$ cat src/rtl/berger_scrub_memory_if.sv
// Host-side bus of berger_scrub_memory: write, read, fault injection and error log.
interface berger_scrub_memory_if #(
    parameter int DATA_W = 8,
    parameter int AW     = 4,
    parameter int CNT_W  = 8
);
    logic              wr_en;
    logic [AW-1:0]     input_addr;
    logic [DATA_W-1:0] input_data;
    logic              rd_en;
    logic [AW-1:0]     rd_addr;
    logic [DATA_W-1:0] rd_data;
    logic              rd_valid;
    logic              rd_err;
    logic              inj_en;
    logic [AW-1:0]     inj_addr;
    logic [DATA_W-1:0] inj_mask;
    logic              err_clr;
    logic [CNT_W-1:0]  err_count;
    logic              err_sticky;
    logic [AW-1:0]     err_addr;
    logic [AW-1:0]     scrub_addr;

    modport master (
        output wr_en, input_addr, input_data, rd_en, rd_addr,
               inj_en, inj_addr, inj_mask, err_clr,
        input  rd_data, rd_valid, rd_err, err_count, err_sticky, err_addr, scrub_addr
    );

    modport slave (
        input  wr_en, input_addr, input_data, rd_en, rd_addr,
               inj_en, inj_addr, inj_mask, err_clr,
        output rd_data, rd_valid, rd_err, err_count, err_sticky, err_addr, scrub_addr
    );
endinterface

$ cat src/rtl/berger_scrub_memory.sv
// Berger zero-count protected memory with a registered read port, an idle-time
// background scrubber that only detects, and a saturating error log.
module berger_scrub_memory #(
    parameter int DATA_W         = 8,
    parameter int DEPTH          = 16,
    parameter int SCRUB_INTERVAL = 64,
    parameter bit SCRUB_EN       = 1'b1,
    parameter int CNT_W          = 8
) (
    input  logic                  clk,
    input  logic                  rst,
    berger_scrub_memory_if.slave  bus
);
    localparam int CW = $clog2(DATA_W + 1);
    localparam int AW = ($clog2(DEPTH) > 1) ? $clog2(DEPTH) : 1;
    localparam int TW = $clog2(SCRUB_INTERVAL);

    localparam logic [AW:0]    DEPTH_EXT = (AW + 1)'(DEPTH);
    localparam logic [AW-1:0]  LAST_ADDR = AW'(DEPTH - 1);
    localparam logic [TW-1:0]  LAST_TICK = TW'(SCRUB_INTERVAL - 1);
    localparam logic [CNT_W-1:0] CNT_MAX = '1;

    typedef enum logic [1:0] {S_WAIT, S_PEND, S_CHECK} scrub_state_t;

    function automatic logic [CW-1:0] zero_count(input logic [DATA_W-1:0] d);
        logic [CW-1:0] n;
        n = '0;
        for (int i = 0; i < DATA_W; i++) n = n + CW'(~d[i]);
        return n;
    endfunction

    logic [DATA_W-1:0] mem_data [DEPTH];
    logic [CW-1:0]     mem_chk  [DEPTH];

    // NOTE: the array sits in flops with async reset because every entry must
    // power up as the valid codeword of zero; a RAM macro could not do that.
    always_ff @(posedge clk or posedge rst) begin
        if (rst) begin
            for (int i = 0; i < DEPTH; i++) begin
                mem_data[i] <= '0;
                mem_chk[i]  <= CW'(DATA_W);
            end
        end else begin
            for (int i = 0; i < DEPTH; i++) begin
                if (bus.wr_en && bus.input_addr == AW'(i)) begin
                    mem_data[i] <= bus.input_data;
                    mem_chk[i]  <= zero_count(bus.input_data);
                end else if (bus.inj_en && bus.inj_addr == AW'(i)) begin
                    mem_data[i] <= mem_data[i] | bus.inj_mask;
                end
            end
        end
    end

    logic [DATA_W-1:0] rd_word;
    logic              rd_word_err;

    // NOTE: every output of this block gets a default first so no latch is inferred.
    always_comb begin
        rd_word     = '0;
        rd_word_err = 1'b0;
        if ({1'b0, bus.rd_addr} < DEPTH_EXT) begin
            rd_word     = mem_data[bus.rd_addr];
            rd_word_err = zero_count(mem_data[bus.rd_addr]) != mem_chk[bus.rd_addr];
        end
    end

    logic [DATA_W-1:0] rd_data_q;
    logic              rd_valid_q;
    logic              rd_err_q;
    logic [AW-1:0]     rd_addr_q;

    always_ff @(posedge clk or posedge rst) begin
        if (rst) begin
            rd_data_q  <= '0;
            rd_valid_q <= 1'b0;
            rd_err_q   <= 1'b0;
            rd_addr_q  <= '0;
        end else begin
            rd_valid_q <= bus.rd_en;
            if (bus.rd_en) begin
                rd_data_q <= rd_word;
                rd_err_q  <= rd_word_err;
                rd_addr_q <= bus.rd_addr;
            end
        end
    end

    scrub_state_t      state;
    logic [TW-1:0]     tick;
    logic [AW-1:0]     scrub_addr_q;
    logic [DATA_W-1:0] scrub_data_q;
    logic [CW-1:0]     scrub_chk_q;

    // The scrubber only steals cycles with no host access, so its check never
    // coincides with a user-read check.
    always_ff @(posedge clk or posedge rst) begin
        if (rst) begin
            state        <= S_WAIT;
            tick         <= '0;
            scrub_addr_q <= '0;
            scrub_data_q <= '0;
            scrub_chk_q  <= '0;
        end else begin
            case (state)
                S_WAIT: begin
                    if (SCRUB_EN) begin
                        if (tick == LAST_TICK) state <= S_PEND;
                        else                   tick  <= tick + 1'b1;
                    end
                end
                S_PEND: begin
                    if (!bus.wr_en && !bus.rd_en) begin
                        scrub_data_q <= mem_data[scrub_addr_q];
                        scrub_chk_q  <= mem_chk[scrub_addr_q];
                        state        <= S_CHECK;
                    end
                end
                S_CHECK: begin
                    state        <= S_WAIT;
                    tick         <= '0;
                    scrub_addr_q <= (scrub_addr_q == LAST_ADDR) ? '0 : scrub_addr_q + 1'b1;
                end
                default: state <= S_WAIT;
            endcase
        end
    end

    logic          log_hit;
    logic [AW-1:0] log_addr;

    always_comb begin
        log_hit  = 1'b0;
        log_addr = rd_addr_q;
        if (rd_valid_q && rd_err_q) begin
            log_hit = 1'b1;
        end else if (state == S_CHECK && zero_count(scrub_data_q) != scrub_chk_q) begin
            log_hit  = 1'b1;
            log_addr = scrub_addr_q;
        end
    end

    logic [CNT_W-1:0] err_count_q;
    logic             err_sticky_q;
    logic [AW-1:0]    err_addr_q;

    // A detected error outranks a simultaneous clear: it restarts the log at 1.
    always_ff @(posedge clk or posedge rst) begin
        if (rst) begin
            err_count_q  <= '0;
            err_sticky_q <= 1'b0;
            err_addr_q   <= '0;
        end else if (log_hit) begin
            if (bus.err_clr)               err_count_q <= CNT_W'(1);
            else if (err_count_q != CNT_MAX) err_count_q <= err_count_q + 1'b1;
            err_sticky_q <= 1'b1;
            if (!err_sticky_q || bus.err_clr) err_addr_q <= log_addr;
        end else if (bus.err_clr) begin
            err_count_q  <= '0;
            err_sticky_q <= 1'b0;
            err_addr_q   <= '0;
        end
    end

    assign bus.rd_data    = rd_data_q;
    assign bus.rd_valid   = rd_valid_q;
    assign bus.rd_err     = rd_err_q;
    assign bus.err_count  = err_count_q;
    assign bus.err_sticky = err_sticky_q;
    assign bus.err_addr   = err_addr_q;
    assign bus.scrub_addr = scrub_addr_q;
endmodule
$ cat src/flat_wrapper.sv
// flat-port wrapper written by rule: the top's interface ports become plain ports
module berger_scrub_memory_flat 
#(
    parameter int DATA_W         = 8,
    parameter int DEPTH          = 16,
    parameter int SCRUB_INTERVAL = 64,
    parameter bit SCRUB_EN       = 1'b1,
    parameter int CNT_W          = 8
)
  (clk, rst, bus_wr_en, bus_input_addr, bus_input_data, bus_rd_en, bus_rd_addr, bus_inj_en, bus_inj_addr, bus_inj_mask, bus_err_clr, bus_rd_data, bus_rd_valid, bus_rd_err, bus_err_count, bus_err_sticky, bus_err_addr, bus_scrub_addr);
  berger_scrub_memory_if #(.DATA_W(DATA_W), .CNT_W(CNT_W)) bus_i ();
  input  logic clk;
  input  logic rst;
  input wire logic [$bits(bus_i.wr_en)-1:0] bus_wr_en;
  input wire logic [$bits(bus_i.input_addr)-1:0] bus_input_addr;
  input wire logic [$bits(bus_i.input_data)-1:0] bus_input_data;
  input wire logic [$bits(bus_i.rd_en)-1:0] bus_rd_en;
  input wire logic [$bits(bus_i.rd_addr)-1:0] bus_rd_addr;
  input wire logic [$bits(bus_i.inj_en)-1:0] bus_inj_en;
  input wire logic [$bits(bus_i.inj_addr)-1:0] bus_inj_addr;
  input wire logic [$bits(bus_i.inj_mask)-1:0] bus_inj_mask;
  input wire logic [$bits(bus_i.err_clr)-1:0] bus_err_clr;
  output wire logic [$bits(bus_i.rd_data)-1:0] bus_rd_data;
  output wire logic [$bits(bus_i.rd_valid)-1:0] bus_rd_valid;
  output wire logic [$bits(bus_i.rd_err)-1:0] bus_rd_err;
  output wire logic [$bits(bus_i.err_count)-1:0] bus_err_count;
  output wire logic [$bits(bus_i.err_sticky)-1:0] bus_err_sticky;
  output wire logic [$bits(bus_i.err_addr)-1:0] bus_err_addr;
  output wire logic [$bits(bus_i.scrub_addr)-1:0] bus_scrub_addr;
  assign bus_i.wr_en = bus_wr_en;
  assign bus_i.input_addr = bus_input_addr;
  assign bus_i.input_data = bus_input_data;
  assign bus_i.rd_en = bus_rd_en;
  assign bus_i.rd_addr = bus_rd_addr;
  assign bus_i.inj_en = bus_inj_en;
  assign bus_i.inj_addr = bus_inj_addr;
  assign bus_i.inj_mask = bus_inj_mask;
  assign bus_i.err_clr = bus_err_clr;
  assign bus_rd_data = bus_i.rd_data;
  assign bus_rd_valid = bus_i.rd_valid;
  assign bus_rd_err = bus_i.rd_err;
  assign bus_err_count = bus_i.err_count;
  assign bus_err_sticky = bus_i.err_sticky;
  assign bus_err_addr = bus_i.err_addr;
  assign bus_scrub_addr = bus_i.scrub_addr;
  berger_scrub_memory #(.DATA_W(DATA_W), .DEPTH(DEPTH), .SCRUB_INTERVAL(SCRUB_INTERVAL), .SCRUB_EN(SCRUB_EN), .CNT_W(CNT_W)) u_core (.clk(clk), .rst(rst), .bus(bus_i));
endmodule
$ cat config.mk
export PLATFORM = sky130hd
export DESIGN_NAME = berger_scrub_memory_flat
export DESIGN_NICKNAME = d
export VERILOG_FILES = /design/src/rtl/berger_scrub_memory_if.sv /design/src/rtl/berger_scrub_memory.sv /design/src/flat_wrapper.sv
export SDC_FILE = /design/constraint.sdc
export NUM_CORES = 1
export LEC_CHECK = 0
export CORE_MARGIN = 2
export CORE_UTILIZATION = 40
export CTS_BUF_LIST = sky130_fd_sc_hd__clkbuf_16
export CTS_CLUSTER_DIAMETER = 150
export DETAILED_ROUTE_END_ITERATION = 12
export PLACE_DENSITY = 0.56
export SKIP_LAST_GASP = 1
export SLEW_MARGIN = 5
export SYNTH_ARGS = -nofsm -noshare
export SYNTH_HDL_FRONTEND = slang
export SYNTH_SLANG_ARGS = --single-unit
$ cat constraint.sdc
create_clock -name clk -period 8.5 [get_ports clk]
set_clock_uncertainty 0.15 [all_clocks]
set_input_delay 0.85 -clock clk [delete_from_list [all_inputs] [get_ports clk]]
set_output_delay 0.85 -clock clk [all_outputs]
set_load 0.05 [all_outputs]
## Word-level counts from Yosys, hierarchy flattened

Cells that the tools add are included.

| operators by class | value |
|---|---|
| eq/ne operators | 41 |
| $add $sub $neg | 24 |
| multiplexer cells | 63 |
| bitwise logic cells | 42 |
| order comparisons | 2 |
| reduce and logical (&&, ||, !) cells | 66 |

Operator list:

| kind | number |
|---|---|
| two-way mux 8 bit | 40 |
| bitwise OR 8 bit | 16 |
| NOT 1 -> 4 bit | 24 |
| adder 4 bit | 21 |
| == test 4 bit, second input constant | 17 |
| binary-select mux 8 bit (select 4 bit) | 2 |
| two-way mux 4 bit | 10 |
| nonzero test 2 bit | 19 |
| logical AND 1 bit | 35 |
| binary-select mux 4 bit (select 4 bit) | 2 |
| == test 4 x 3 -> 1 bit, second input constant | 8 |
| == test 4 x 2 -> 1 bit, second input constant | 4 |
| case mux 6 bit (2 select lines) | 1 |
| greater-or-equal comparator 5 bit, second input constant | 2 |
| NOT 4 -> 5 bit | 2 |
| AND reduction 2 bit | 5 |
| adder 8 x 1 -> 8 bit, second input constant | 1 |
| == test 4 x 1 -> 1 bit, second input constant | 2 |
| logical NOT 4 bit | 2 |
| inequality test 4 bit | 2 |
| inequality test 8 bit, second input constant | 1 |
| adder 6 x 1 -> 6 bit, second input constant | 1 |
| == test 6 bit, second input constant | 1 |
| two-way mux 6 bit | 1 |
| other kinds (11) | 19 |

| word-level totals | value |
|---|---|
| input bits | 34 |
| flip-flop bits (word level) | 243 |
| output and inout bits | 27 |

## Longest topological paths before layout

Gate-level depths: netlist of the first run.

| depth | value |
|---|---|
| word-level depth | 14 |
| gate-level depth with buffers | 18 |

## Least setup slack after synthesis of the first run

OpenSTA, ideal clock, no wires.

| timing | value |
|---|---|
| kind | input -> register |
| start | input bus_rd_addr[1] |
| end | register u_core.rd_err_q (netlist: u_core.bus.rd_err) |
| stages | 16 |
| arrival | 5.114 ns |
| path slack | 3.070 ns |
| data required time | 8.184 ns |
| buffers on the path | 2 |
| path through | buf_4 > buf_1 > mux4_2 > mux4_2 > fa_1 > inv_1 > fa_1 > inv_1 > fa_1 > inv_1 > ha_1 > inv_1 > fa_1 > xor2_1 > o31ai_1 > a41oi_1 |

| between the ends | value |
|---|---|
| elaborated cells between the ends (all ways) | 23 |
| classes of those cells | add/sub (7); eq/ne (1); mux (6); bitwise (9) |

RTL lines:

| what | RTL line | RTL |
|---|---|---|
| start, declared | flat_wrapper.sv:18 | `input wire logic [$bits(bus_i.rd_addr)-1:0] bus_rd_addr;` |
| NOT 4 -> 5 bit | -- |  |
| binary-select mux 8 bit (select 4 bit) | -- |  |
| two-way mux 8 bit (2 in a row) | -- |  |
| via u_core.rd_word[3] | berger_scrub_memory.sv:55 | `logic [DATA_W-1:0] rd_word;` |
| NOT 1 -> 4 bit | berger_scrub_memory.sv:28 | `for (int i = 0; i < DATA_W; i++) n = n + CW'(~d[i]);` |
| adder 4 bit (5 in a row) | berger_scrub_memory.sv:28 |  |
| inequality test 4 bit | berger_scrub_memory.sv:64 | `rd_word_err = zero_count(mem_data[bus.rd_addr]) != mem_chk[bus.rd_addr];` |
| end signal, assigned | berger_scrub_memory.sv:83 | `rd_err_q <= rd_word_err;` |
| end, declared | berger_scrub_memory.sv:70 | `logic rd_err_q;` |

The timed path passes the listed nets, and every way through them passes these cells. The select of a mux whose other input is x is not followed.
A chain may end at the register's enable or synchronous reset.

## Worst setup path after layout of the first run

| timing | value |
|---|---|
| start | input bus_rd_addr[0] |
| end | register u_core.rd_err_q (netlist: u_core.bus.rd_err) |

Same word-level chain as after synthesis.

==> out/qor.txt, run 1 <==
fraction of registers with async set/reset: 1.000
Hold WC Path Type: flop to flop
RSZ-0062 raised after global routing: no
vias in the first global route: 9842
TritonCTS clock tree: built
r2r endpoint: u_core.bus.rd_err
share of post-route cells with drive strength above 1: 0.1979
number of buffers created by CTS: 28
Area Growth Syn to Fin: 13.06%
CP max-delay cell: mux4_1
Slew @ Worst Pin: 1268 ps
met2 usage: 0.3932
area of the mapped netlist: 13610 µm²
Worst Path Required: 8750 ps
CP startpoint kind: input port
Setup Crit Path Kind: input port to flop
main flop type after synthesis: dfrtp_1
# H-tree levels: 1
Top Family by Delay on Critical Path: adder cells
clock root cell: clkbuf_16
Cell variety after synth: 48
clock-pin slew on the worst setup and hold paths: 60 ps
Post-CTS Setup Bufs: 0
critical path depth: 15
Synth Warn #: 0
FP Rows: 67
top-level port count: 61
syn nets: 1249
critical path endpoint category: flop
placed insts: 1615
Max-Cap Viols: 0
slew margin rel.: 0.1513
Hold Path Origin: u_core.mem_chk[51]
worst vdd ir: 0.0002200 V
Reg area: 6106 µm²
GRT Overall Usage: 0.2377
WL per Instance: 25.09 µm
busiest grt layer: met2
crit-path max cell delay: 660 ps
global-route wire length before repair: 63470 µm
clk sinks: 243
RD Place Congestion: 0.8221
max frequency: 0.1853 GHz
Leak: 6.054 nW
met3 usage in global routing: 0.04694
Final Hold Viols: 0
Min Clock Period, post-route: 5398 ps
fillers: 3091
via count: 10050
input/output buffers: 60
Final Non-Filler Cells: 1666
period utilization: 0.6351
Register-to-Register Path Depth: 14
EDFF count, synth: 0
final WL: 41800 µm
R2R Setup Slk: 3650 ps
syn_area_per_cell: 11.43 µm²
post_cts resized: 0
Core Region: 33530 µm²
CP max FO: 23
Crit path arrival time: 5650 ps
CP cell instances: buf_2, mux4_1, mux4_2, fa_1, inv_1, fa_1, inv_1, fa_1, inv_1, ha_1, inv_1, fa_1, xor2_1, o31ai_1, a41oi_1
pins over their slew limit: 0
latest clock arrival within the worst-skew pair: 550 ps
Die Y: 188.5 µm
Horiz. Die Dim: 188.5 µm
Starting Density: 0.4059
CTS max path bufs: 3
number of diodes: 0
post-route ant nets: 0
DR vias/cell: 6.031
reg2reg start: u_core.mem_data[75]
DP Wirelength: 26530 µm
post-route cell area: 15390 µm²
Post-CTS Hold Buffers: 0
Pwr Density: 324.6 nW/µm²
Worst Hold End: u_core.mem_chk[51]
hold depth: 2
drt first pass iters: 5
largest net degree at the start of global routing: 187
worst path bufs/invs: 5
Hold WS: 335.9 ps
die area: 35520 µm²
initial drt markers: 892
final setup TNS: 0 ps
Final setup viols: 0
Final nets: 1255
area of placed instances: 14490 µm²
DR DRC count: 0
footprint of the multi-input gates: 6922 µm²
flops & latches, synth: 243
GR met1 Demand/Resource: 0.3237
final core utilization: 0.4590
sequential-to-total area share from yosys stat: 0.4482
Synth Instances: 1191
gr ovfl total: 0
status: complete, no violations
initial antenna violation count: 1
cells in the final DEF, fill, tap and decap left out, types with 3 or more instances in the layout:
cell             synthesis  final
mux4_1                  26     26
dfrtp_1                227    225
o21ai_0                101    101
or3_1                    3      3
a211oi_1                14     14
ha_1                    12     12
xor2_1                   7      7
clkinv_2                 0      7
buf_4                    3     23
clkinv_1                 0      8
mux4_2                  88     88
buf_2                    9      3
nand3b_1                 6      6
a21oi_1                195    195
inv_1                   31     33
a22o_1                   4      4
nand4_1                  4      4
clkbuf_16                0     29
nand2_1                103    103
bufinv_16                0      3
nor3_2                   0      4
and3_1                   3      3
mux2_2                  48     48
nor3_1                   7      3
mux2i_1                 14     14
nand2b_1                 7      7
o31ai_1                 11     11
xnor2_1                 10     10
nand3_1                  6      6
nor2_1                  90     89
mux2_4                   8      8
dfstp_2                 16     16
nor2b_1                  7      6
a21o_1                   3      3
fa_1                    12     12
clkdlybuf4s50_1          0     57
and2_1                   4      4
synth_stat cells (11+ instances only):
library cell  number  area (µm²)
a211oi_1          14       105.1
a21oi_1          195       975.9
buf_1             18       67.56
clkbuf_1          71       266.5
dfrtp_1          227        5680
dfstp_2           16       420.4
fa_1              12       240.2
ha_1              12       150.1
inv_1             31       116.4
mux2_2            48       540.5
mux2i_1           14       140.1
mux4_1            26       683.2
mux4_2            88        1982
nand2_1          103       386.6
nor2_1            90       337.8
o21ai_0          101       505.5
o31ai_1           11       82.58
how the worst max path moves through the flow:
stage	to	from	slack, ps
after global placement	u_core.bus.rd_err	bus_rd_addr[0]	2630
final	u_core.bus.rd_err	bus_rd_addr[0]	3100
after detailed placement	u_core.bus.rd_err	bus_rd_addr[0]	2570
after global routing	u_core.bus.rd_err	bus_rd_addr[0]	2910
after CTS	u_core.bus.rd_err	bus_rd_addr[0]	3120
after floorplan	u_core.bus.err_addr[0]	rst	850
power by group:
group	internal [mW]	switching [mW]	total [mW]
logic	1.01	0.981	1.99
clock network	0.703	0.495	1.20
registers	1.51	0.303	1.81
registers in the layout, summed over array words and instances (netlist names), 4 cells and up:
register               count
u_core.scrub_chk_q         4
u_core.mem_data          128
u_core.tick                6
u_core.bus.scrub_addr      4
u_core.rd_addr_q           4
u_core.bus.err_addr        4
u_core.bus.err_count       8
u_core.scrub_data_q        8
u_core.mem_chk            64
u_core.bus.rd_data         8
cell families (layout without fill, tap and decap cells):
| group | count (synthesis) | in the layout | share of synthesized area |
|---|---|---|---|
| AO/OA/AOI/OAI | 340 | 340 | 0.1358 |
| AND/OR/NAND/NOR | 244 | 244 | 0.07666 |
| flip-flops | 243 | 243 | 0.4482 |
| multiplexers | 184 | 184 | 0.2546 |
| buffers and inverters | 139 | 166 | 0.04513 |
| adder cells (fa/ha/maj) | 24 | 24 | 0.02868 |
| XOR/XNOR | 17 | 17 | 0.01094 |
routing by layer:
layer  vias to the layer above  share of wire
met5                         -        0.00031
met4                         2          0.020
met3                        52          0.079
met2                       436           0.48
met1                      5164           0.42
li1                       4393              -
per-stage QoR:
step	power, mW	setup WS [ps]
floorplan	3.297	853.3
global placement	3.765	2630
CTS	5.025	3124
global route	5.302	2907
detailed placement	3.815	2567
finish	4.996	3102
cell type report:
cell class              count  area share
clock buffers              29     0.04715
clock inverters            22     0.01130
inverters                  31    0.008049
multi-input cells         809      0.4498
flip-flops and latches    243      0.3967
well taps                 448     0.03642
repair buffers             84     0.05057
worst reg2reg max path: stages (launching register included):
cell and delay, ps:
dfrtp_1 400, mux4_1 520, mux4_2 550, fa_1 560, inv_1 50, fa_1 530
inv_1 50, fa_1 520, inv_1 40, ha_1 200, inv_1 70, fa_1 460
xor2_1 190, o31ai_1 260, a41oi_1 140
No activity file was read; power rests on OpenSTA's default activity.
==> run 2, diff against run 1 <==
==> constraint.sdc (replaced) <==
create_clock -name clk -period 5.1 [get_ports clk]
set_clock_uncertainty 0.15 [all_clocks]
set_input_delay 0.51 -clock clk [delete_from_list [all_inputs] [get_ports clk]]
set_output_delay 0.51 -clock clk [all_outputs]
set_load 0.05 [all_outputs]
==> run 2 against run 1 <==
Final area rose by 1.2%. Via count increased by 0.50%. Die area did not move. Non-clock buffer count rose by 23. Critical path depth shrank 1. Sequential power up 69%. Sequential share of layout area is 0.46 points lower. Largest cell class unchanged. Wire length shrank 1.2%. Register-to-register slack lost 3300 ps. Final cell count is 1.4% higher.
==> out/qor.txt, run 2 (synthesis results as in run 1) <==
status: complete, no violations
input/output buffers: 60
top-level port count: 61
commonest non-fill, non-tap cell in the layout: dfrtp_1
Hold WC Path Type: flop to flop
crit-path max cell delay: 550 ps
clk sinks: 243
Pwr Density: 536.6 nW/µm²
worst slack, placed: -144.9 ps
final core utilization: 0.4644
die area: 35520 µm²
Post-CTS Hold Buffers: 0
Area Growth Syn to Fin: 14.39%
Final Hold Viols: 0
Register-to-Register Path Depth: 14
Crit path arrival time: 5020 ps
CP cell instances: mux4_1, mux4_2, fa_1, inv_1, fa_1, inv_1, fa_1, inv_1, ha_1, inv_1, fa_1, xor2_1, o31ai_1, a41oi_1
DR vias/cell: 5.978
post-route cell area: 15570 µm²
TritonCTS clock tree: built
area of placed instances: 14680 µm²
fin worst setup slack: 331.3 ps
max FFs per register: 128
worst setup path start: u_core.mem_data[51]
WL per Instance: 24.46 µm
RSZ-0062 raised after global routing: no
clock-pin slew on the worst setup and hold paths: 60 ps
slew margin rel.: 0.1157
Slew @ Worst Pin: 1322 ps
CTS max path bufs: 3
r2r endpoint: u_core.bus.rd_err
drt first pass iters: 5
GRT Overall Usage: 0.2363
latest clock arrival within the worst-skew pair: 540 ps
Post-CTS Setup Bufs: 0
global-route wire length before repair: 63580 µm
Core Region: 33530 µm²
gr ovfl total: 0
post-route ant nets: 0
footprint of the multi-input gates: 6919 µm²
largest net degree at the start of global routing: 167
number of diodes: 0
CP max-delay cell: fa_1
DR DRC count: 0
share of post-route cells with drive strength above 1: 0.2071
worst vdd ir: 0.0003300 V
vias in the first global route: 9906
crit path capture: u_core.bus.rd_err
pins over their slew limit: 0
initial drt markers: 1023
CP max FO: 3
Min Clock Period, post-route: 4769 ps
initial antenna violation count: 0
Worst Path Required: 5350 ps
R2R Setup Slk: 330 ps
clock root cell: clkbuf_16
max frequency: 0.2097 GHz
Final nets: 1279
# H-tree levels: 1
fillers: 3064
Leak: 6.181 nW
period utilization: 0.9350
most frequent cells in the layout: dfrtp_1, a21oi_1, nand2_1
Starting Density: 0.4059
reg2reg start: u_core.mem_data[51]
RD Place Congestion: 0.8281
top flop regs: u_core.mem_data x128, u_core.mem_chk x64
Die Y: 188.5 µm
CP startpoint kind: flop
Horiz. Die Dim: 188.5 µm
Max-Cap Viols: 0
DP Wirelength: 27450 µm
Top reg by flops: u_core.mem_data
number of buffers created by CTS: 29
final WL: 41310 µm
Reg area: 6106 µm²
post_cts resized: 0
FP Rows: 67
via count: 10100
Final setup viols: 0
Setup Crit Path Kind: flop to flop
critical path endpoint category: flop
==> run 2: worst min path at each step <==
stage                       start                 end  slack [ps]  cells after the start
2_1_floorplan  u_core.mem_chk[51]  u_core.mem_chk[51]         300                      2
3_3_place_gp   u_core.mem_chk[51]  u_core.mem_chk[51]         310                      2
3_5_place_dp   u_core.mem_chk[51]  u_core.mem_chk[51]         320                      2
4_1_cts        u_core.mem_chk[51]  u_core.mem_chk[51]         330                      2
5_1_grt        u_core.mem_chk[31]  u_core.mem_chk[31]         360                      2
6_report       u_core.mem_chk[51]  u_core.mem_chk[51]         330                      2
==> run 2: critical path, delay by kind of cell, from the launching register on <==
family / cells / cell delay [ps]
buffers and inverters: 4 / 220
adder cells (fa/ha/maj): 5 / 2240
multiplexers: 2 / 1070
flip-flops: 1 / 380
XOR/XNOR: 1 / 180
AO/OA/AOI/OAI: 2 / 390
==> run 2: final cells by class <==
cell class | instances | area share
Clock buffer | 29 | 0.04661
Clock inverter | 22 | 0.01053
Inverter | 31 | 0.007714
Multi-Input combinational cell | 809 | 0.4444
Sequential cell | 243 | 0.3921
Tap cell | 448 | 0.03600
Timing Repair Buffer | 107 | 0.06268
==> run 2: stage by stage <==
| step | instances | TNS (ps) | hold slack, ps | power [mW] |
|---|---|---|---|---|
| after floorplan | 1191 | 0 | 298.1 | 5.495 |
| after global placement | 1638 | -124.1 | 312.3 | 6.301 |
| after detailed placement | 1638 | -144.9 | 322.9 | 6.403 |
| after CTS | 1689 | 0 | 333.9 | 8.398 |
| after global routing | 1689 | 0 | 361.4 | 8.872 |
| final | 1689 | 0 | 333.3 | 8.355 |
==> run 2: routing by layer <==
| metal | wire length, µm | GRT usage | share of wire |
|---|---|---|---|
| met5 | 0 | 0 | 0 |
| met4 | 1082 | 0.06460 | 0.026 |
| met3 | 3345 | 0.05103 | 0.081 |
| met2 | 19000 | 0.3684 | 0.46 |
| met1 | 17880 | 0.3358 | 0.43 |
==> run 2: where the power goes <==
part / total (mW) / leakage, nW / switching, mW / internal [mW]
logic: 3.32 / 2.86 / 1.59 / 1.73
clock network: 1.98 / 0.468 / 0.816 / 1.17
registers: 3.06 / 2.85 / 0.547 / 2.51
